[src/rtl/cdb_arbiter.sv]
// Common data bus arbiter: one holding slot per functional unit, two broadcast
// ports per cycle, round-robin over occupied slots.
module cdb_arbiter #(
    parameter int NREQ = 3,
    parameter int TW   = 4,
    parameter int DW   = 32
) (
    input  logic                 CLK,
    input  logic                 reset,
    input  logic                 ROBFlush,
    input  logic [NREQ-1:0]      req_valid,
    input  logic [NREQ*TW-1:0]   req_tag,
    input  logic [NREQ*DW-1:0]   req_data,
    output logic [NREQ-1:0]      req_ready,
    output logic [TW-1:0]        WT1,
    output logic [DW-1:0]        WD1,
    output logic                 WE1,
    output logic [TW-1:0]        WT2,
    output logic [DW-1:0]        WD2,
    output logic                 WE2,
    output logic                 busy
);

    localparam int RW = $clog2(NREQ);

    logic [NREQ-1:0] full_p0;
    logic [TW-1:0]   tag_p0  [NREQ];
    logic [DW-1:0]   data_p0 [NREQ];
    logic [RW-1:0]   rr;

    logic [NREQ-1:0] grant;
    logic [NREQ-1:0] xfer;
    logic            g1_vld, g2_vld;
    logic [RW-1:0]   g1_idx, g2_idx;
    logic [RW-1:0]   last_idx;
    logic [RW-1:0]   rr_nxt;
    int              idx;

    // Search occupied slots starting at rr; first hit drives port 1, second port 2.
    always_comb begin
        grant  = '0;
        g1_vld = 1'b0;
        g2_vld = 1'b0;
        g1_idx = '0;
        g2_idx = '0;
        idx    = 0;
        for (int k = 0; k < NREQ; k++) begin
            idx = (int'(rr) + k) % NREQ;
            if (full_p0[idx]) begin
                if (!g1_vld) begin
                    g1_vld      = 1'b1;
                    g1_idx      = RW'(idx);
                    grant[idx]  = 1'b1;
                end else if (!g2_vld) begin
                    g2_vld      = 1'b1;
                    g2_idx      = RW'(idx);
                    grant[idx]  = 1'b1;
                end
            end
        end
    end

    assign last_idx  = g2_vld ? g2_idx : g1_idx;
    assign rr_nxt    = (int'(last_idx) == NREQ - 1) ? '0 : last_idx + RW'(1);
    // A slot being drained this cycle can take a new result on the same edge.
    assign req_ready = (reset || ROBFlush) ? '0 : (~full_p0 | grant);
    assign xfer      = req_valid & req_ready;
    assign busy      = |full_p0;

    // Stage p0 -> broadcast registers
    always_ff @(posedge CLK) begin
        if (reset) begin
            full_p0 <= '0;
            rr      <= '0;
            WE1     <= 1'b0;
            WT1     <= '0;
            WD1     <= '0;
            WE2     <= 1'b0;
            WT2     <= '0;
            WD2     <= '0;
        end else if (ROBFlush) begin
            full_p0 <= '0;
            WE1     <= 1'b0;
            WT1     <= '0;
            WD1     <= '0;
            WE2     <= 1'b0;
            WT2     <= '0;
            WD2     <= '0;
        end else begin
            full_p0 <= (full_p0 & ~grant) | xfer;
            WE1     <= g1_vld;
            WT1     <= g1_vld ? tag_p0[g1_idx]  : '0;
            WD1     <= g1_vld ? data_p0[g1_idx] : '0;
            WE2     <= g2_vld;
            WT2     <= g2_vld ? tag_p0[g2_idx]  : '0;
            WD2     <= g2_vld ? data_p0[g2_idx] : '0;
            if (g1_vld) begin
                rr <= rr_nxt;
            end
        end
    end

    // Stage input -> p0 slot payload; xfer is already suppressed by reset/flush
    always_ff @(posedge CLK) begin
        for (int i = 0; i < NREQ; i++) begin
            if (xfer[i]) begin
                tag_p0[i]  <= req_tag[i*TW +: TW];
                data_p0[i] <= req_data[i*DW +: DW];
            end
        end
    end

endmodule

[config.mk]
export PLATFORM = sky130hd
export DESIGN_NAME = cdb_arbiter
export DESIGN_NICKNAME = d
export VERILOG_FILES = /design/src/rtl/cdb_arbiter.sv
export SDC_FILE = /design/constraint.sdc
export NUM_CORES = 1
export LEC_CHECK = 0
export ABC_AREA = 1
export BUFFER_PORTS_ARGS = -buffer_cell sky130_fd_sc_hd__clkbuf_2
export CORE_AREA = 2 2 132 134
export DETAILED_ROUTE_END_ITERATION = 10
export DIE_AREA = 0 0 134 136
export GPL_ROUTABILITY_DRIVEN = 1
export PLACE_DENSITY = 0.81
export SLEW_MARGIN = 5
export SYNTH_ARGS = -nofsm -noshare
export SYNTH_HDL_FRONTEND = slang
export SYNTH_SLANG_ARGS = --single-unit
[constraint.sdc]
create_clock -name CLK -period 15.1 [get_ports CLK]
set_clock_uncertainty 0.2 [all_clocks]
set_input_delay 3.02 -clock CLK [delete_from_list [all_inputs] [get_ports CLK]]
set_output_delay 3.02 -clock CLK [all_outputs]
set_load 0.02 [all_outputs]
# After elaboration in Yosys (flattened, before gate mapping)
# Memories as Yosys holds them, arrays and structs flattened. A register that Yosys moved wholly into a read port is not among the register bits.
# Index checks and enable logic that the tools add are counted.
# totals
mem_bits_rw	108
out_inout_bits	78
reg_bits	7
memories	2
# mem_list
memory	depth	width	read_ports	rd_ports_with_merged_regs	wr	line	text
data_p0	3	32	2	2	3	28	logic [DW-1:0] data_p0 [NREQ];
tag_p0	3	4	2	2	3	27	logic [TW-1:0] tag_p0 [NREQ];
# op_classes
order_cmp	6
n_mux	46
div	3
add_sub_neg	3
reduce_logical	9
bitwise_logic	11
n_eq_ne	1
# op_table
cell	count
$ge A32 B1 Y1 const B	3
$lt A32 B4 Y1 const B	3
$mod A32 B3 Y32 const B	2
$mod A3 B3 Y32 const B	1
$mux W2	12
$mux W1	22
$mux W3	6
$or A3 B3 Y3	4
$reduce_or A3 Y1	3
$and A3 B3 Y3	2
$bmux W1 S2	3
$demux W1 S2	3
$not A3 Y3	2
$add A2 B1 Y3 const B	1
$add A2 B2 Y3 const B	1
$logic_and A1 B1 Y1	3
$not A1 Y1	3
$add A2 B1 Y2 const B	1
$eq A2 B2 Y1 const B	1
$reduce_and A2 Y1	1
$reduce_or A2 Y1	1
$logic_or A1 B1 Y1	1

# Logic depth before layout (Yosys ltp)
# depth
ltp_word	17
ltp_mapped	16
ltp_nobuf	15

# Worst setup path before layout
# OpenSTA, ideal clock, no wires.
# synth_path
kind	in2out
from	in reset
to	out req_ready[0]
t_required_ns	11.880
arrival_ns	3.737
path_slack_ns	8.143
n_path_buf	0
path_stages	3
cell_sequence	inv_1 nand2_1 a21oi_1
# synth_between
elab_chain_cells	2
# synth_lines
element	line	text
start: declaration	9	input logic reset,
$logic_or A1 B1 Y1	66	assign req_ready = (reset || ROBFlush) ? '0 : (~full_p0 | grant);
$mux W3	66	
end: declaration	14	output logic [NREQ-1:0] req_ready,
# No other way between the ends.

# Final worst setup path
# Ends and elaborated chain as after synthesis.

==> results.toml <==
[synthesis]
ys_ff_latch = 187
ys_seq_area_frac = 0.633
syn_nets = 882
syn_area_per_cell_um2 = 9.97
yosysUniqueCellTypes = 28
syn_area_mm2 = 0.00762
syn_inst = 764
yosys_warnings = 0

[placed_design]
io_buffers = 191
place_hpwl_um = 11600
dp_slack_ns = 7.97
dp.cells = 1151
gp_congestion = 0.848

[sta]
setup_viol = 0
hold_viol_final = 0
period_needed_ns = 7.13
period_share = 0.473
rsz0062_at_grt = "no"
worst_pin_slew_ns = 1.01
setup_tns_ns = 0
maxSlewViolCount = 0
fmax_mhz = 140
postLayoutSetupSlackWorst_ns = 7.97
max_slew_margin = 0.327

[cells_and_area]
syn2layout_area_growth_pct = 21.5
final_cells = 1183
final_cell_mix = "191 x clkbuf_2, 174 x nand2_1, 121 x inv_1"
final_layout_size_suffix_gt1_frac = 0.268
nFillCells = 1497
insertedDiodeCount = 0
fin_util = 0.548
final_common_cell = "clkbuf_2"
ff_latch_area_mm2 = 0.00482
multi_input_area_mm2 = 0.00207
nets = 1063

[flow_run]
drv_cap = 0

[power_and_ir_drop]
power_frac_comb = 0.255
peakVddDrop_mv = 0.0795
power_w = 0.00138
p_leak_nw = 4.65
power.density_mw_per_mm2 = 150
p_int_w = 0.000898
pwr-share-seq = 0.427
switching_share = 0.352
p_clk_frac = 0.318
power.switching_w = 0.000487

[clocking]
postCtsSetupRepairBufs = 0
clock_path_buffers = 2
ctsResizeCount = 0
clk_pin_slew_ns = 0.07
cts_tree = "built"
holdBufCountCts = 0
clock_latency_ns = 0.43
htree_levels = 4
clock_sinks = 187
cts_buffers = 17
cts_root_buffer = "clkbuf_16"

[worst_setup_path]
r2r_start = "rr[0]"
worstPathRequired_ns = 11.88
r2r_slack_ns = 11.48
crit_start = "reset"
critPathArrivalTime_ns = 3.91
critPathKind = "primary input to output port"
crit_path_end_kind = "output port"
cp_max_fo = 10
worst_setup_path_start_kind = "primary input"

[grt]
grt_pass1_wl_um = 28600
antenna_found_initial = 0
grt_usage = 0.208
first_global_vias = 5596
grt-ovfl-total = 0
grt_max_degree = 72

[route]
firstDrtPassIters = 5
drtIter0Drc = 413
wirelength_um = 18800
num_vias = 5850
wl_per_cell_um = 15.9
routed_via_density = 4.95
drt.antenna.violating_nets = 0
drc = 0

[min_path]
hp-class = "flip-flop to flip-flop"
hp-start = "rr[0]"

[floorplan]
fp.dieArea_mm2 = 0.0182
io_pins = 192
die-height_um = 136
start_util = 0.452
core_mm2 = 0.0169
die_w_um = 134
rows = 48

[run_status]
outcome = "finished clean"
## worst paths after layout
check,cells after the start,endpoint
min reg2reg,2,rr[0]
max,5,req_ready[0]
max reg2reg,12,WD1[16]
min,2,rr[0]
## kinds of logic (layout without fill, tap and decap cells)
kind of cell	count (synthesis)	after routing	share of synthesized area
DFF	187	187	0.633
adders and majority gates	4	4	0.00657
buffers and inverters	163	357	0.0979
AOI/OAI and AO/OA	153	153	0.114
and+or+nand+nor	257	257	0.149
## cell usage after synthesis
cell type,instances,area [um2]
nand3_2,2,20.0
nand2_2,9,56.3
buf_2,15,75.1
nand2_1,175,657
nand3_1,52,260
edfxtp_1,108,3240
nand2_4,4,45.0
o21bai_1,35,263
a21oi_1,41,205
o211ai_1,1,7.51
nand3b_1,1,7.51
o21ai_0,37,185
nor3b_1,3,22.5
nor2_4,1,11.3
o21ai_1,35,175
ha_1,4,50.1
dfxtp_1,79,1580
a21boi_0,1,7.51
nor2_1,9,33.8
a31oi_1,2,12.5
o211a_1,1,10.0
buf_6,11,124
buf_4,7,52.6
inv_2,6,22.5
inv_1,121,454
inv_4,2,12.5
nor2_8,1,20.0
clkbuf_2,1,5.00
## power groups by stage
stage / clock, W / combinational (W) / sequential, W
floorplan: 0 / 0.000229 / 0.000633
global placement: 0 / 0.000345 / 0.000602
detailed placement: 0 / 0.000349 / 0.000603
CTS: 0.000450 / 0.000351 / 0.000591
global route: 0.000473 / 0.000387 / 0.000594
finish: 0.000441 / 0.000353 / 0.000591
## through the flow
stage	hold slack [ns]	cell area, um2
6_report	0.319	9260
5_1_grt	0.325	9260
3_3_place_gp	0.299	8660
2_1_floorplan	0.272	7620
3_5_place_dp	0.306	8660
4_1_cts	0.318	9260
## flip-flops by register name, indices dropped and copies added, names as in the netlist
register and count:
data_p0 96, WD1 32, WD2 32, tag_p0 12
WT1 4, WT2 4, full_p0 3, rr 2
WE1 1, WE2 1
## worst max-delay path, cell delays in order
cell and delay (ns):
clkbuf_2 0.10, inv_1 0.08, nand2_1 0.29, a21oi_1 0.23, clkbuf_2 0.19
## area by class of cell
type | instances | share of cell area
multi-input combinational | 414 | 0.223
clock buffer | 17 | 0.0460
clock inverter | 15 | 0.0188
sequential | 187 | 0.521
timing repair buffer | 196 | 0.107
tap | 225 | 0.0304
inverter | 129 | 0.0529
## per-layer routing
layer  track usage  part of all wire  vias to the layer above
li1              -                 -                     2849
met1         0.260              0.42                     2726
met2         0.352              0.49                      246
met3        0.0451             0.066                       29
met4        0.0892             0.019                        0
met5             0                 0                        -
(Power assumes the default switching activity.)
